**src/rtl/slot_write_sched_if.sv**
```systemverilog
// -----------------------------------------------------------------------------
// slot_write_sched_if
//
// Bundles the slot index stream, the host write request channel and the
// parameter-memory write port of slot_write_sched.
//
// Request handshake: the host holds req_voice/req_env/req_data stable while
// req_valid is high. A request is accepted on a rising edge where both
// req_valid and req_ready are high. req_ready depends only on FIFO occupancy,
// never on req_valid.
//
// Signals:
//   xxxx, xxxx_zero       slot index and end-of-frame marker (timing generator)
//   req_valid/req_ready   host write request handshake
//   req_voice/req_env     target voice and envelope
//   req_data              write data
//   slot_we/addr/data     one-cycle write strobe to the parameter memory
//   sync_ok, sync_err     index-stream lock status and sticky discontinuity flag
//   drop_err              one-cycle pulse for a discarded out-of-range request
//
// Modports: slave = scheduler side, master = generator/host side.
// -----------------------------------------------------------------------------
interface slot_write_sched_if #(
    parameter int V_WIDTH = 3,
    parameter int E_WIDTH = 3,
    parameter int D_WIDTH = 16
);
    localparam int S_WIDTH = V_WIDTH + E_WIDTH;

    logic [S_WIDTH-1:0] xxxx;
    logic               xxxx_zero;
    logic               req_valid;
    logic               req_ready;
    logic [V_WIDTH-1:0] req_voice;
    logic [E_WIDTH-1:0] req_env;
    logic [D_WIDTH-1:0] req_data;
    logic               slot_we;
    logic [S_WIDTH-1:0] slot_addr;
    logic [D_WIDTH-1:0] slot_data;
    logic               sync_ok;
    logic               sync_err;
    logic               drop_err;

    modport slave (
        input  xxxx, xxxx_zero, req_valid, req_voice, req_env, req_data,
        output req_ready, slot_we, slot_addr, slot_data, sync_ok, sync_err, drop_err
    );

    modport master (
        output xxxx, xxxx_zero, req_valid, req_voice, req_env, req_data,
        input  req_ready, slot_we, slot_addr, slot_data, sync_ok, sync_err, drop_err
    );
endinterface

```
**src/rtl/slot_write_sched.sv**
```systemverilog
// -----------------------------------------------------------------------------
// slot_write_sched
//
// Queues host writes to the time-multiplexed voice/envelope parameter memory
// and releases each one as a single-cycle strobe on the exact slot it targets.
// Also tracks frame lock on the slot index stream.
//
// Ports:
//   sCLK_XVXENVS    clock, rising edge
//   reset_reg_N     asynchronous, active-low reset
//   bus             slot_write_sched_if.slave (index stream, request channel,
//                   write port, status flags)
//   dbg_sync_state  current sync tracker state (0 = UNLOCKED, 1 = LOCKED)
//
// Configuration macro: SLOT_SYNC_CHECK_EN
//   defined   - in LOCKED every sampled index is compared with the expected
//               one; a mismatch sets sticky sync_err and drops to UNLOCKED.
//   undefined - the tracker locks at the first qualifying end-of-frame and
//               stays locked until reset; sync_err is tied low.
// -----------------------------------------------------------------------------
module slot_write_sched #(
    parameter int VOICES  = 8,
    parameter int V_ENVS  = 8,
    parameter int V_WIDTH = 3,
    parameter int E_WIDTH = 3,
    parameter int D_WIDTH = 16,
    parameter int FIFO_AW = 2
) (
    input  logic                sCLK_XVXENVS,
    input  logic                reset_reg_N,
    slot_write_sched_if.slave   bus,
    output logic                dbg_sync_state
);
    localparam int S_WIDTH = V_WIDTH + E_WIDTH;
    localparam int DEPTH   = 1 << FIFO_AW;
    localparam logic [S_WIDTH-1:0] LAST_SLOT = S_WIDTH'(VOICES * V_ENVS - 1);

    typedef enum logic {
        UNLOCKED = 1'b0,
        LOCKED   = 1'b1
    } sync_state_t;

    sync_state_t state;
    logic        sync_ok_r;
    logic        sync_err_r;

    // FIFO storage: target slot and data per entry
    logic [S_WIDTH-1:0] fifo_slot [DEPTH];
    logic [D_WIDTH-1:0] fifo_data [DEPTH];
    logic [FIFO_AW-1:0] wr_ptr;
    logic [FIFO_AW-1:0] rd_ptr;
    logic [FIFO_AW:0]   count;

    logic               full;
    logic               empty;
    logic               in_range;
    logic               accept;
    logic               push;
    logic               pop;
    logic               frame_end;
    logic [S_WIDTH-1:0] target_slot;

    assign full  = (count == (FIFO_AW+1)'(DEPTH));
    assign empty = (count == '0);

    assign bus.req_ready = ~full;

    // One extra bit on each side so VOICES == 2**V_WIDTH still compares correctly
    assign in_range = ({1'b0, bus.req_voice} < (V_WIDTH+1)'(VOICES)) &&
                      ({1'b0, bus.req_env}   < (E_WIDTH+1)'(V_ENVS));

    // Modulo-2**S_WIDTH arithmetic gives the required truncation for free
    assign target_slot = S_WIDTH'(bus.req_voice) * S_WIDTH'(V_ENVS) + S_WIDTH'(bus.req_env);

    // An out-of-range request is still consumed so the host never stalls on it
    assign accept    = bus.req_valid & ~full;
    assign push      = accept & in_range;
    assign pop       = (state == LOCKED) & ~empty & (bus.xxxx == fifo_slot[rd_ptr]);
    assign frame_end = bus.xxxx_zero & (bus.xxxx == LAST_SLOT);

    // ------------------------------------------------------------------
    // Sync tracker FSM
    // ------------------------------------------------------------------
`ifdef SLOT_SYNC_CHECK_EN
    logic [S_WIDTH-1:0] expected;

    always_ff @(posedge sCLK_XVXENVS or negedge reset_reg_N) begin
        if (!reset_reg_N) begin
            state      <= UNLOCKED;
            sync_ok_r  <= 1'b0;
            sync_err_r <= 1'b0;
            expected   <= '0;
        end else if (state == UNLOCKED) begin
            if (frame_end) begin
                state     <= LOCKED;
                sync_ok_r <= 1'b1;
                expected  <= '0;
            end
        end else begin
            if (bus.xxxx != expected) begin
                state      <= UNLOCKED;
                sync_ok_r  <= 1'b0;
                sync_err_r <= 1'b1;
            end else if (expected == LAST_SLOT) begin
                expected <= '0;
            end else begin
                expected <= expected + 1'b1;
            end
        end
    end
`else
    always_ff @(posedge sCLK_XVXENVS or negedge reset_reg_N) begin
        if (!reset_reg_N) begin
            state     <= UNLOCKED;
            sync_ok_r <= 1'b0;
        end else if (state == UNLOCKED && frame_end) begin
            state     <= LOCKED;
            sync_ok_r <= 1'b1;
        end
    end

    assign sync_err_r = 1'b0;
`endif

    assign bus.sync_ok  = sync_ok_r;
    assign bus.sync_err = sync_err_r;
    assign dbg_sync_state = state;

    // ------------------------------------------------------------------
    // FIFO pointers and occupancy
    // ------------------------------------------------------------------
    always_ff @(posedge sCLK_XVXENVS or negedge reset_reg_N) begin
        if (!reset_reg_N) begin
            wr_ptr <= '0;
            rd_ptr <= '0;
            count  <= '0;
        end else begin
            if (push) wr_ptr <= wr_ptr + 1'b1;
            if (pop)  rd_ptr <= rd_ptr + 1'b1;
            case ({push, pop})
                2'b10:   count <= count + 1'b1;
                2'b01:   count <= count - 1'b1;
                default: count <= count;
            endcase
        end
    end

    // Storage needs no reset: occupancy alone decides what is valid
    always_ff @(posedge sCLK_XVXENVS) begin
        if (push) begin
            fifo_slot[wr_ptr] <= target_slot;
            fifo_data[wr_ptr] <= bus.req_data;
        end
    end

    // ------------------------------------------------------------------
    // Registered write port and drop pulse
    // ------------------------------------------------------------------
    always_ff @(posedge sCLK_XVXENVS or negedge reset_reg_N) begin
        if (!reset_reg_N) begin
            bus.slot_we   <= 1'b0;
            bus.slot_addr <= '0;
            bus.slot_data <= '0;
            bus.drop_err  <= 1'b0;
        end else begin
            bus.slot_we  <= pop;
            bus.drop_err <= accept & ~in_range;
            if (pop) begin
                bus.slot_addr <= fifo_slot[rd_ptr];
                bus.slot_data <= fifo_data[rd_ptr];
            end
        end
    end
endmodule

```
**src/flat_wrapper.sv**
```systemverilog
// flat-port wrapper written by rule: the top's interface ports become plain ports
module slot_write_sched_flat 
#(
    parameter int VOICES  = 8,
    parameter int V_ENVS  = 8,
    parameter int V_WIDTH = 3,
    parameter int E_WIDTH = 3,
    parameter int D_WIDTH = 16,
    parameter int FIFO_AW = 2
)
  (sCLK_XVXENVS, reset_reg_N, dbg_sync_state, bus_xxxx, bus_xxxx_zero, bus_req_valid, bus_req_voice, bus_req_env, bus_req_data, bus_req_ready, bus_slot_we, bus_slot_addr, bus_slot_data, bus_sync_ok, bus_sync_err, bus_drop_err);
  slot_write_sched_if #(.V_WIDTH(V_WIDTH), .E_WIDTH(E_WIDTH), .D_WIDTH(D_WIDTH)) bus_i ();
  input  logic sCLK_XVXENVS;
  input  logic reset_reg_N;
  output logic dbg_sync_state;
  input wire logic [$bits(bus_i.xxxx)-1:0] bus_xxxx;
  input wire logic [$bits(bus_i.xxxx_zero)-1:0] bus_xxxx_zero;
  input wire logic [$bits(bus_i.req_valid)-1:0] bus_req_valid;
  input wire logic [$bits(bus_i.req_voice)-1:0] bus_req_voice;
  input wire logic [$bits(bus_i.req_env)-1:0] bus_req_env;
  input wire logic [$bits(bus_i.req_data)-1:0] bus_req_data;
  output wire logic [$bits(bus_i.req_ready)-1:0] bus_req_ready;
  output wire logic [$bits(bus_i.slot_we)-1:0] bus_slot_we;
  output wire logic [$bits(bus_i.slot_addr)-1:0] bus_slot_addr;
  output wire logic [$bits(bus_i.slot_data)-1:0] bus_slot_data;
  output wire logic [$bits(bus_i.sync_ok)-1:0] bus_sync_ok;
  output wire logic [$bits(bus_i.sync_err)-1:0] bus_sync_err;
  output wire logic [$bits(bus_i.drop_err)-1:0] bus_drop_err;
  assign bus_i.xxxx = bus_xxxx;
  assign bus_i.xxxx_zero = bus_xxxx_zero;
  assign bus_i.req_valid = bus_req_valid;
  assign bus_i.req_voice = bus_req_voice;
  assign bus_i.req_env = bus_req_env;
  assign bus_i.req_data = bus_req_data;
  assign bus_req_ready = bus_i.req_ready;
  assign bus_slot_we = bus_i.slot_we;
  assign bus_slot_addr = bus_i.slot_addr;
  assign bus_slot_data = bus_i.slot_data;
  assign bus_sync_ok = bus_i.sync_ok;
  assign bus_sync_err = bus_i.sync_err;
  assign bus_drop_err = bus_i.drop_err;
  slot_write_sched #(.VOICES(VOICES), .V_ENVS(V_ENVS), .V_WIDTH(V_WIDTH), .E_WIDTH(E_WIDTH), .D_WIDTH(D_WIDTH), .FIFO_AW(FIFO_AW)) u_core (.sCLK_XVXENVS(sCLK_XVXENVS), .reset_reg_N(reset_reg_N), .bus(bus_i), .dbg_sync_state(dbg_sync_state));
endmodule
```
**config.mk**
```make
export PLATFORM = sky130hd
export DESIGN_NAME = slot_write_sched_flat
export DESIGN_NICKNAME = d
export VERILOG_FILES = /design/src/rtl/slot_write_sched_if.sv /design/src/rtl/slot_write_sched.sv /design/src/flat_wrapper.sv
export SDC_FILE = /design/constraint.sdc
export NUM_CORES = 1
export LEC_CHECK = 0
export BUFFER_PORTS_ARGS = -buffer_cell sky130_fd_sc_hd__clkbuf_2
export CAP_MARGIN = 5
export CELL_PAD_IN_SITES_DETAIL_PLACEMENT = 1
export CELL_PAD_IN_SITES_GLOBAL_PLACEMENT = 2
export CORE_MARGIN = 2
export CORE_UTILIZATION = 44
export DETAILED_ROUTE_END_ITERATION = 6
export PLACE_DENSITY = 0.84
export SYNTH_ARGS = -nofsm -noshare
export SYNTH_HDL_FRONTEND = slang
export SYNTH_SLANG_ARGS = --single-unit
```
**constraint.sdc**
```tcl
create_clock -name sCLK_XVXENVS -period 3.5 [get_ports sCLK_XVXENVS]
set_clock_uncertainty 0.15 [all_clocks]
set_input_delay 0.175 -clock sCLK_XVXENVS [delete_from_list [all_inputs] [get_ports sCLK_XVXENVS]]
set_output_delay 0.175 -clock sCLK_XVXENVS [all_outputs]
set_load 0.02 [all_outputs]
```
==> results, run 1 <==
- The flow ran to the end, and the final reports show no timing, DRC or antenna violations.
- The total number of nets in the final design is 360.
- The largest stage delay on the critical path is 0.58 ns.
- Measured along the x axis, the die boundary spans 107.2 um.
- The gate count after technology mapping is 219.
- The initial antenna violation count is 0.
- The cell area that synthesis handed to floorplanning was 4684 um2.
- The register area share after synthesis is 72.97%.
- The actual transition at the worst max-transition pin is 0.9001 ns.
- The DRC violation total after the first TritonRoute iteration is 81.
- The die covers 11490 um2.
- The wire length of the first global-routing pass is 14950 um.
- The number of synthesized flops with an enable pin is 88.
- The post-synthesis sequential element count is 119.
- The overall overflow remaining after global route is 0.
- The path category of the worst min-delay check is in -> reg.
- Yosys printed 0 warnings.
- The worst pin sits at a relative slew slack of 39.99%.
- In this run the clock root is driven by a sky130_fd_sc_hd__clkbuf_8.
- The most numerous cell type found on the critical path is sky130_fd_sc_hd__xor2_1.
- In the routed design, unresolved DRC markers number 0.
- The worst setup path is launched from a flop.
- The number of input and output port buffers inserted is 57.
- The detailed-router iteration count before antenna repair is 4.
- The data required time of the worst path is 3.78 ns.
- In the layout the commonest cells are sky130_fd_sc_hd__edfxtp_1, sky130_fd_sc_hd__clkbuf_2, sky130_fd_sc_hd__dfrtp_1.
- In the synthesized netlist the async set-or-reset flop fraction comes to 26.05%.
- The smallest clock period supported by the final layout is computed as 3.099 ns.
- The number of max-capacitance violations reported is 0.
- The analysis attributes to cell leakage a power of 2.329 nW.
- The power density of the placed cells is 757.5 nW/um2.
- The worst ir drop on vdd is 399.7 uV.
- The kind of cell with the highest combined delay along the critical path is adder cells.
- The hold violation total from the final report is 0.
- The count of pins on the block boundary is 60.
- The proportion of layout cells with a drive suffix above 1 is 41.79%.
- The signal on the critical path passes through mux4_2 -> xnor2_1 -> nand4_2 -> nor3_4 -> ha_1 -> inv_1 -> fa_1 -> xor2_1 -> nor2_1 -> xor2_1.
- The slowest stage of the critical path is the sky130_fd_sc_hd__mux4_2 cell.
- The count of instances resized after the clock tree is built is 0.
- In this run the biggest area consumer among cell types represents 56.41% of the synthesized area.
- The final core area utilization is 57.59%.
- The setup path with the least slack is of type reg -> reg.
- The capturing element type of the critical path is a flop.
- The final max-slew violation count is 0.
- Setup total negative slack on the finished layout was measured at 0 ns.
- The row count is 37.
- The number of library cell types mapped by synthesis is 32.
- Relative to the synthesized area, the layout overhead comes to 26.92%.
- For the worst setup path, the data arrival time is 3.38 ns.
- Dividing the synthesized area by the synthesized cell count gives 21.39 um2.
- The routed wirelength normalized by instance count is 20.07 um.
- The pin count of the biggest net entering global routing is 32.
- The total design power is 4.504 mW.
- By area the synthesized netlist is led by sky130_fd_sc_hd__edfxtp_1, sky130_fd_sc_hd__dfrtp_1, sky130_fd_sc_hd__mux4_2.
- The H-tree level count is 4.
- In this run the worst path has a maximum fanout of 10.
- Dividing the final minimum period by the clock period gives 88.54%.
- For this run, the leading register cell type out of synthesis is sky130_fd_sc_hd__edfxtp_1.
- The number of setup buffers added after CTS is 0.
- The CTS buffer count is 17.
- On the final layout, the worst hold slack is 0.04984 ns.
- Fill cells in the final layout number 925.
- The remaining antenna violation count is 0.
- Once the floorplan was initialized, standard cells occupied 45.38% of the core.
- Wires add up to 9453 um.
- The via count of the first global-routing pass is 2629.
- Setup repair after global routing left no endpoint under its margin.
- The floorplan step defined a core boundary enclosing 10320 um2.
- The final-report setup violation count is 0.
- The buffering stage count on the worst path with inverters included is 1.
- The final antenna diode count is 0.
- The clock latency at the later pin of the worst-skew pair is 0.51 ns.
- The height of the chip is 107.2 um.
- TritonCTS built the clock tree.
- Once detailed placement completed, the half-perimeter wirelength came to 5556 um.
- After clock tree synthesis, the clock-pin slew on the worst setup and hold paths is 0.06 ns.
- The count of clock tree sinks is 119.
- The largest total area in the synthesized netlist belongs to sky130_fd_sc_hd__edfxtp_1.
- The via count of the routed design is 2372.
- The overall global routing resource usage is 18.23%.
- The via density per instance is 5.036.
- Based on the critical path, the design can be clocked at up to 322.7 MHz.
- The longest clock path from root to sink contains 2 buffers.
- The global placement routability congestion is 0.7697.
- The library cell used most frequently in the layout, excluding fill and tap cells, is sky130_fd_sc_hd__edfxtp_1.
per-layer routing:
layer  GRT usage [%]  vias up  routed length (um)
li1                -     1068                   -
met1           22.85     1229                3964
met2           30.47       67                5033
met3           5.046        8                 360
met4           6.586        0                  95
met5               0        -                   0
repair_timing:
action | in CTS | in global routing
endpoints found under the setup margin | 0 | 0
hold endpoints to repair | 123 | 0
hold buffers | 28 | 0
per-stage QoR:
step	setup slack (ns)	area [um2]	instances
2_1_floorplan	0.4397	4688	220
3_3_place_gp	0.5434	5111	411
3_5_place_dp	0.4083	5111	411
4_1_cts	0.3440	5946	471
5_1_grt	0.2032	5946	471
6_report	0.4011	5946	471
kinds of logic (layout without fill, tap and decap cells):
| kind of cell | after synthesis | in the layout | share of synthesized area, % |
|---|---|---|---|
| other | 1 | 2 | 0.08005 |
| buffers and inverters | 16 | 131 | 2.484 |
| AO/OA/AOI/OAI | 5 | 5 | 0.8014 |
| XOR/XNOR | 12 | 12 | 2.244 |
| flip-flops | 119 | 119 | 72.97 |
| AND/OR/NAND/NOR | 16 | 16 | 2.217 |
| multiplexers | 44 | 44 | 17.44 |
| adder cells (fa/ha/maj) | 6 | 6 | 1.763 |
flip-flops by register name, summed over array words and instances, names as in the netlist:
| register | count |
|---|---|
| u_core.bus.slot_addr | 6 |
| u_core.count | 3 |
| u_core.bus.sync_ok | 1 |
| u_core.fifo_data | 64 |
| u_core.rd_ptr | 2 |
| u_core.bus.slot_we | 1 |
| u_core.bus.slot_data | 16 |
| u_core.wr_ptr | 2 |
| u_core.fifo_slot | 24 |
layout make-up:
cell class / instances / area [um2] / share of cell area (%)
Clock buffer: 19 / 431.7 / 7.260
Clock inverter: 13 / 122.6 / 2.062
Inverter: 6 / 22.52 / 0.3788
Multi-Input combinational cell: 85 / 1154 / 19.40
Sequential cell: 119 / 3420 / 57.51
Tap cell: 136 / 170.2 / 2.862
Timing Repair Buffer: 93 / 625.6 / 10.52
synthesized netlist by cell type, drive strengths merged (4+ instances only):
cell type  instances
and3               4
buf                8
dfrtp             31
edfxtp            88
ha                 5
inv                6
mux2              21
mux4              22
nand2              4
xnor2              7
xor2               5
worst paths after layout:
kind | start | end | slack, ns | depth (start not counted)
worst max register to register | u_core.rd_ptr[0]$_DFFE_PN0P_ | u_core.count[2]$_DFFE_PN0P_ | 0.40 | 10
worst max-delay path | u_core.rd_ptr[0]$_DFFE_PN0P_ | u_core.count[2]$_DFFE_PN0P_ | 0.40 | 10
max in group asynchronous | reset_reg_N | u_core.rd_ptr[0]$_DFFE_PN0P_ | 2.38 | 2
worst min register to register | u_core.count[0]$_DFFE_PN0P_ | u_core.count[0]$_DFFE_PN0P_ | 0.35 | 1
worst min-delay path | bus_xxxx[0] | u_core.bus.slot_addr[1]$_DFFE_PN0P_ | 0.05 | 5
min in group asynchronous | reset_reg_N | u_core.bus.slot_data[1]$_DFFE_PN0P_ | 0.20 | 2
tightest hold or removal path, stage by stage:
cell                       delay [ns]
sky130_fd_sc_hd__clkbuf_2        0.11
sky130_fd_sc_hd__xnor2_1         0.10
sky130_fd_sc_hd__nand4_2         0.13
sky130_fd_sc_hd__nand2_1         0.06
sky130_fd_sc_hd__o311ai_0        0.08
where the power goes:
group	internal, mW	switching, mW
Clock	0.967	0.642
Sequential	1.86	0.137
Combinational	0.405	0.497
(Power assumes the default switching activity.)
==> run 2, diff against run 1 <==
- CELL_PAD_IN_SITES_DETAIL_PLACEMENT: 1 -> not set
- CELL_PAD_IN_SITES_GLOBAL_PLACEMENT: 2 -> not set
- CORE_UTILIZATION: 44 -> 45
- PLACE_DENSITY: 0.84 -> 0.74
==> run 2 against run 1 <==
Routed wire length decreased by 13%. Sequential power about the same. Register-to-register slack got worse by 0.02 ns. Cell count unchanged. Count of clock-buffer cells in the layout increased by 4. Combinational power decreased by 2.7%. Core utilization increased by 1.0 points. First-iteration DRC count increased by 72%. Non-clock buffer count unchanged. Die area decreased by 2.1%. Critical path type unchanged.
==> results, run 2 (synthesis results as in run 1) <==
- The clock tree from TritonCTS is built (unchanged).
- The final critical delay including setup and external delays is 3.114 ns (was 3.099 ns).
- The number of setup buffers added after CTS is 0 (unchanged).
- The via count of the first global-routing pass is 2489 (was 2629).
- The upper clock frequency limit was 321.1 MHz (was 322.7 MHz).
- The CTS root buffer is sky130_fd_sc_hd__clkbuf_8 (unchanged).
- Status: finished clean (unchanged).
- The clock latency at the later pin of the worst-skew pair was 0.51 ns (about the same).
- Largest registers: u_core.fifo_data (64), u_core.fifo_slot (24), u_core.bus.slot_data (16) (unchanged).
- The DRC violation total after the first TritonRoute iteration was 139 (was 81).
- The clock tree buffer depth is 2 (unchanged).
- Most frequent cells in the layout: sky130_fd_sc_hd__edfxtp_1, sky130_fd_sc_hd__clkbuf_2, sky130_fd_sc_hd__dfrtp_1 (unchanged).
- The overall overflow remaining after global route is 0 (unchanged).
- The number of input and output port buffers inserted was 57 (unchanged).
- The global placement routability congestion came to 0.7400 (was 0.7697).
- The detailed-route DRC error count came to 0 (unchanged).
- The initial antenna violation count is 0 (unchanged).
- The H-tree level count was 4 (unchanged).
- The final antenna diode count was 0 (unchanged).
- The via density per instance was 4.928 (was 5.036).
- The total design power is 4.620 mW (was 4.504 mW).
- The count of pins on the block boundary was 60 (unchanged).
- The count of filler cells inserted in the layout was 744 (was 925).
- The wire length of the first global-routing pass is 13250 um (was 14950 um).
- The count of instances resized after the clock tree is built is 0 (unchanged).
- The via count of the routed design is 2321 (was 2372).
- Unrepaired setup endpoints after global routing: no (unchanged).
- The biggest fanout along the worst timing path came to 11 (was 10).
- The row count was 37 (unchanged).
- The post-detailed-placement half-perimeter wirelength came to 4904 um (was 5556 um).
- The total leakage power is 2.357 nW (was 2.329 nW).
- The count of clock tree sinks is 119 (unchanged).
- The kind of start point of the critical path is a flop (unchanged).
- The largest stage delay on the critical path came to 0.59 ns (was 0.58 ns).
- The worst ir drop on vdd is 353.9 uV (was 399.7 uV).
- The initial cell density of the core is 45.79% (was 45.38%).
- The final wirelength is 8262 um (was 9453 um).
- The sequential standard cell area came to 3420 um2 (unchanged).
- The clock group share of total power is 37.9% (was 35.7%).
- The number of max-capacitance violations reported came to 0 (unchanged).
- The final max-slew violation count was 0 (unchanged).
- The actual transition at the worst max-transition pin came to 0.8426 ns (was 0.9001 ns).
- The CTS buffer count came to 17 (unchanged).
- The path category of the worst min-delay check is in -> reg (unchanged).
- The total number of nets in the final design came to 360 (unchanged).
- The total core area is 10230 um2 (was 10320 um2).
- The remaining antenna violation count is 0 (unchanged).
- The post-route clock period utilization came to 88.97% (was 88.54%).
- The portion of total power attributed to combinational logic is 19.0% (was 20.0%).
- The flip-flop count of the largest register after layout is 64 (unchanged).
- The die span in x is 106.0 um (was 107.2 um).
- The top register by number of flip-flops was u_core.fifo_data (unchanged).
- The data required time of the worst path is 3.78 ns (about the same).
- The total internal power is 3.449 mW (was 3.228 mW).
- The clock transition at the registers of the reported paths is 0.05 ns (was 0.06 ns).
- The power density of the placed cells was 770.4 nW/um2 (was 757.5 nW/um2).
- The pin count of the biggest net entering global routing is 32 (unchanged).
- The final-report setup violation count was 0 (unchanged).
- The final setup TNS is 0 ns (unchanged).
- Critical path cell sequence: mux4_2 -> xnor2_1 -> nand4_2 -> nor3_4 -> ha_1 -> inv_1 -> fa_1 -> xor2_1 -> nor2_1 -> xor2_1 (unchanged).
- The start-to-end type of the worst setup path is reg -> reg (unchanged).
- The area growth from synthesis to layout is 28.02% (was 26.92%).
- The proportion of layout cells with a drive suffix above 1 is 40.60% (was 41.79%).
- The hold violation total from the final report came to 0 (unchanged).
- The buffering stage count on the worst path with inverters included is 1 (unchanged).
- The routed wirelength normalized by instance count came to 17.54 um (was 20.07 um).
- The library cell contributing the largest single delay on the critical path was sky130_fd_sc_hd__dfrtp_2 (was sky130_fd_sc_hd__mux4_2).
- The most common cell after layout, fill and taps aside is sky130_fd_sc_hd__edfxtp_1 (unchanged).
- The multi-input combinational cell area is 1154 um2 (unchanged).
- The height of the chip came to 106.0 um (was 107.2 um).
- The overall die area is 11240 um2 (was 11490 um2).
- The net switching fraction of the power is 25.35% (was 28.33%).
- The family with the most delay on the worst path is adder cells (unchanged).
- The dominant cell type by count on the critical path is sky130_fd_sc_hd__xor2_1 (unchanged).
- The relative slew slack is 43.83% (was 39.99%).
- The arrival time of data at the critical path endpoint is 3.39 ns (was 3.38 ns).
- The detailed-router iteration count before antenna repair is 4 (unchanged).
- The capturing element type of the critical path is a flop (unchanged).
- The net switching power of the design is 1.171 mW (was 1.276 mW).
- The overall global routing resource usage is 16.31% (was 18.23%).
- The fraction of power consumed by sequential logic is 43.1% (was 44.3%).
[run 2: cell types whose count changed in the layout (fill, tap and decap cells not counted), sizes merged]
cell      delta
bufinv       +3
clkbuf       +4
clkinv       -1
clkinvlp     -2
inv          -4
[run 2: timing repair]
| action | 4_1_cts | 5_1_grt |
|---|---|---|
| hold endpoints to repair | 123 | 0 |
| hold buffers | 28 | 0 |
| endpoints found under the setup margin | 0 | 0 |
[run 2: power groups by stage]
| stage | logic [mW] | clock network [mW] | registers [mW] |
|---|---|---|---|
| floorplan | 0.531 | 0 | 2.06 |
| global placement | 0.846 | 0 | 2.00 |
| detailed placement | 0.866 | 0 | 2.01 |
| CTS | 0.900 | 1.78 | 1.99 |
| global route | 0.961 | 1.85 | 2.02 |
| finish | 0.877 | 1.75 | 1.99 |
[run 2: tightest hold or removal path: stages]
cell and delay (ns):
sky130_fd_sc_hd__clkbuf_2 0.11, sky130_fd_sc_hd__xnor2_1 0.09, sky130_fd_sc_hd__nand4_2 0.15, sky130_fd_sc_hd__nand2_1 0.07, sky130_fd_sc_hd__o311ai_0 0.09
[run 2: through the flow]
| step | hold slack (ns) | utilization [%] | setup WS [ns] | instance area [um2] | std cells |
|---|---|---|---|---|---|
| floorplan | -0.2706 | - | 0.4397 | 4688 | 220 |
| global placement | 0.1735 | 49.96 | 0.5052 | 5111 | 411 |
| detailed placement | 0.1835 | 49.96 | 0.3869 | 5111 | 411 |
| CTS | 0.03403 | 58.62 | 0.3745 | 5997 | 471 |
| global route | 0.09646 | 58.62 | 0.1888 | 5997 | 471 |
| finish | 0.06417 | 58.62 | 0.3860 | 5997 | 471 |
[run 2: layout make-up]
cell class / count / area share, %
sequential: 119 / 57.02
multi-input combinational: 85 / 19.24
timing repair buffer: 93 / 10.43
clock buffer: 23 / 7.615
tap: 136 / 2.837
clock inverter: 9 / 2.483
inverter: 6 / 0.3755
[run 2: final timing paths]
| check | endpoint | cells after the start | startpoint | slack, ns |
|---|---|---|---|---|
| setup / recovery | u_core.count[2]$_DFFE_PN0P_ | 10 | u_core.rd_ptr[0]$_DFFE_PN0P_ | 0.39 |
| hold / removal | u_core.bus.slot_addr[1]$_DFFE_PN0P_ | 5 | bus_xxxx[3] | 0.06 |
| setup reg to reg | u_core.count[2]$_DFFE_PN0P_ | 10 | u_core.rd_ptr[0]$_DFFE_PN0P_ | 0.39 |
| hold reg to reg | u_core.count[2]$_DFFE_PN0P_ | 1 | u_core.count[2]$_DFFE_PN0P_ | 0.34 |
| max in group asynchronous | u_core.rd_ptr[0]$_DFFE_PN0P_ | 2 | reset_reg_N | 2.45 |
| min in group asynchronous | u_core.bus.slot_data[0]$_DFFE_PN0P_ | 2 | reset_reg_N | 0.16 |
[run 2: metal layers]
| layer | vias to the layer above | share of wire (%) | track usage [%] |
|---|---|---|---|
| met1 | 1191 | 44 | 20.86 |
| met5 | - | 0 | 0 |
| met2 | 55 | 51 | 25.85 |
| met4 | 0 | 1.3 | 7.613 |
| li1 | 1066 | - | - |
| met3 | 9 | 3.9 | 4.782 |
==> run 3, diff against run 2 <==
- clock period: 3.5 -> 3.7 ns (I/O delays scaled with it)
==> run 3 against run 2 <==
Die area stayed put. Routed wire length is 1.1% higher. Cell count is 0.21% lower. Combinational power is 5.2% lower. Total power is 4.1% lower. Sequential share of layout area is 0.11 points lower. Count of clock-buffer cells in the layout is 5 lower. Final area is 0.19% higher. Non-clock buffer count is 1 lower. Critical path depth stayed put. Clock power is 2% lower. Fmax is 2.0% lower. Largest cell class unchanged. Highest routed layer unchanged.
==> results, run 3 (synthesis results as in run 1) <==
- The overall global routing resource usage is 16.32% (was 16.31%).
- The initial cell density of the core came to 45.79% (unchanged).
- The die span in x is 106.0 um (unchanged).
- The via count of the first global-routing pass is 2522 (was 2489).
- The via density per instance is 4.987 (was 4.928).
- The overall die area is 11240 um2 (unchanged).
- The total number of nets in the final design is 359 (was 360).
- The clock tree from TritonCTS is built (unchanged).
- The overall overflow remaining after global route came to 0 (unchanged).
- The row count is 37 (unchanged).
- The library cell contributing the largest single delay on the critical path is sky130_fd_sc_hd__dfrtp_2 (unchanged).
- The power density of the placed cells is 737.5 nW/um2 (was 770.4 nW/um2).
- The net switching power of the design is 1.137 mW (was 1.171 mW).
- Status: finished clean (unchanged).
- The CTS buffer count is 17 (unchanged).
- The clock transition at the registers of the reported paths came to 0.06 ns (was 0.05 ns).
- The top register by number of flip-flops is u_core.fifo_data (unchanged).
- The routed wirelength normalized by instance count is 17.76 um (was 17.54 um).
- The clock tree buffer depth is 2 (unchanged).
- The final critical delay including setup and external delays was 3.177 ns (was 3.114 ns).
- The capturing element type of the critical path is a flop (unchanged).
- The post-detailed-placement half-perimeter wirelength came to 4883 um (was 4904 um).
- The pin count of the biggest net entering global routing is 32 (unchanged).
- The number of buffers inserted for hold repair after clock tree synthesis is 28 (unchanged).
- The detailed-route DRC error count is 0 (unchanged).
- The kind of start point of the critical path was a flop (unchanged).
- Critical path cell sequence: mux4_2 -> xnor2_1 -> nand4_2 -> nor3_4 -> ha_1 -> inv_1 -> fa_1 -> xor2_1 -> nor2_1 -> xor2_1 (unchanged).
- The fraction of power consumed by sequential logic is 42.5% (was 43.1%).
- The sequential standard cell area is 3420 um2 (unchanged).
- The number of input and output port buffers inserted is 57 (unchanged).
- The start-to-end type of the worst setup path is reg -> reg (unchanged).
- The count of clock tree sinks is 119 (unchanged).
- The net switching fraction of the power was 25.66% (was 25.35%).
- The final antenna diode count is 0 (unchanged).
- The clock latency at the later pin of the worst-skew pair is 0.51 ns (about the same).
- Unrepaired setup endpoints after global routing: no (unchanged).
- The most common cell after layout, fill and taps aside is sky130_fd_sc_hd__edfxtp_1 (unchanged).
- The total leakage power is 2.364 nW (was 2.357 nW).
- The start point of the worst min-delay path is bus_xxxx[3] (unchanged).
- The wire length of the first global-routing pass is 13220 um (was 13250 um).
- The slack of the critical path came to 0.5231 ns (was 0.3860 ns).
- The arrival time of data at the critical path endpoint came to 3.45 ns (was 3.39 ns).
- The number of max-capacitance violations reported is 0 (unchanged).
- The post-route clock period utilization is 85.86% (was 88.97%).
- The dominant cell type by count on the critical path is sky130_fd_sc_hd__xor2_1 (unchanged).
- Largest registers: u_core.fifo_data (64), u_core.fifo_slot (24), u_core.bus.slot_data (16) (unchanged).
- The via count of the routed design came to 2344 (was 2321).
- The biggest fanout along the worst timing path came to 15 (was 11).
- The H-tree level count is 4 (unchanged).
- The height of the chip is 106.0 um (unchanged).
- The data required time of the worst path is 3.98 ns (was 3.78 ns).
- The relative slew slack came to 41.66% (was 43.83%).
- The final wirelength is 8349 um (was 8262 um).
- The count of pins on the block boundary was 60 (unchanged).
- The worst setup slack after placement was 0.4877 ns (was 0.3869 ns).
- The initial antenna violation count came to 0 (unchanged).
- The proportion of layout cells with a drive suffix above 1 is 41.32% (was 40.60%).
- The total core area was 10230 um2 (unchanged).
- The multi-input combinational cell area came to 1154 um2 (unchanged).
- The path category of the worst min-delay check is in -> reg (unchanged).
- The final setup TNS is 0 ns (unchanged).
- The flip-flop count of the largest register after layout came to 64 (unchanged).
- The total internal power is 3.294 mW (was 3.449 mW).
- The portion of total power attributed to combinational logic is 18.8% (was 19.0%).
- Most frequent cells in the layout: sky130_fd_sc_hd__edfxtp_1, sky130_fd_sc_hd__clkbuf_2, sky130_fd_sc_hd__dfrtp_1 (unchanged).
- The remaining antenna violation count came to 0 (unchanged).
- The final-report setup violation count was 0 (unchanged).
- The clock group share of total power is 38.7% (was 37.9%).
- The number of setup buffers added after CTS was 0 (unchanged).
- The launch point of the worst path was u_core.rd_ptr[0]$_DFFE_PN0P_ (unchanged).
- The area growth from synthesis to layout is 28.26% (was 28.02%).
- The global placement routability congestion is 0.7279 (was 0.7400).
- The reg-to-reg critical path startpoint is u_core.rd_ptr[0]$_DFFE_PN0P_ (unchanged).
- The actual transition at the worst max-transition pin came to 0.8751 ns (was 0.8426 ns).
- The final max-slew violation count came to 0 (unchanged).
- The hold violation total from the final report is 0 (unchanged).
- The count of filler cells inserted in the layout is 751 (was 744).
- The detailed-router iteration count before antenna repair was 4 (unchanged).
- The DRC violation total after the first TritonRoute iteration is 136 (was 139).
- The CTS root buffer is sky130_fd_sc_hd__clkbuf_8 (unchanged).
- The largest stage delay on the critical path is 0.65 ns (was 0.59 ns).
- The upper clock frequency limit is 314.8 MHz (was 321.1 MHz).
- The worst ir drop on vdd is 328.2 uV (was 353.9 uV).
- The count of instances resized after the clock tree is built is 0 (unchanged).
## run 3: path summary, 6_finish.rpt
path	endpoint	slack [ns]	depth (start not counted)
setup reg to reg	u_core.count[2]$_DFFE_PN0P_	0.52	10
max in group asynchronous	u_core.rd_ptr[0]$_DFFE_PN0P_	2.62	2
setup / recovery	u_core.count[2]$_DFFE_PN0P_	0.52	10
hold reg to reg	u_core.count[0]$_DFFE_PN0P_	0.36	1
hold / removal	u_core.bus.slot_addr[1]$_DFFE_PN0P_	0.04	5
min in group asynchronous	u_core.bus.slot_data[0]$_DFFE_PN0P_	0.18	2
## run 3: worst max-delay path, delay by kind of cell (launching register included)
kind	cells	cell delay [ns]
buf+inv	1	0.06
xor+xnor	3	0.51
mux	1	0.59
flops	1	0.65
fa+ha+maj	2	0.58
simple gates	3	0.55
## run 3: final cells by class
class                           instances  area share [%]
Tap cell                              136           2.832
Sequential cell                       119           56.91
Clock inverter                         14           3.436
Clock buffer                           18           6.955
Timing Repair Buffer                   92           10.29
Inverter                                6          0.3748
Multi-Input combinational cell         85           19.20
## run 3: layer usage
layer	track usage (%)	vias to the layer above	wire length (um)
met4	7.613	0	141
met2	26.45	61	4280
li1	-	1066	-
met1	20.41	1202	3579
met5	0	-	0
met3	4.721	15	346
## run 3: power groups by stage
stage / clock network, mW / registers [mW] / logic, mW
final: 1.71 / 1.89 / 0.831
after global routing: 1.80 / 1.92 / 0.902
after global placement: 0 / 1.90 / 0.796
after floorplan: 0 / 1.95 / 0.502
after detailed placement: 0 / 1.91 / 0.817
after CTS: 1.74 / 1.89 / 0.847
## run 3: metrics by stage
| step | area [um2] | std cells | total power [mW] | hold slack (ns) | util (%) |
|---|---|---|---|---|---|
| 2_1_floorplan | 4688 | 220 | 2.453 | -0.2606 | - |
| 3_3_place_gp | 5104 | 410 | 2.695 | 0.1816 | 49.88 |
| 3_5_place_dp | 5104 | 410 | 2.729 | 0.1983 | 49.88 |
| 4_1_cts | 6008 | 470 | 4.478 | 0.02400 | 58.73 |
| 5_1_grt | 6008 | 470 | 4.617 | 0.07667 | 58.73 |
| 6_report | 6008 | 470 | 4.431 | 0.03647 | 58.73 |
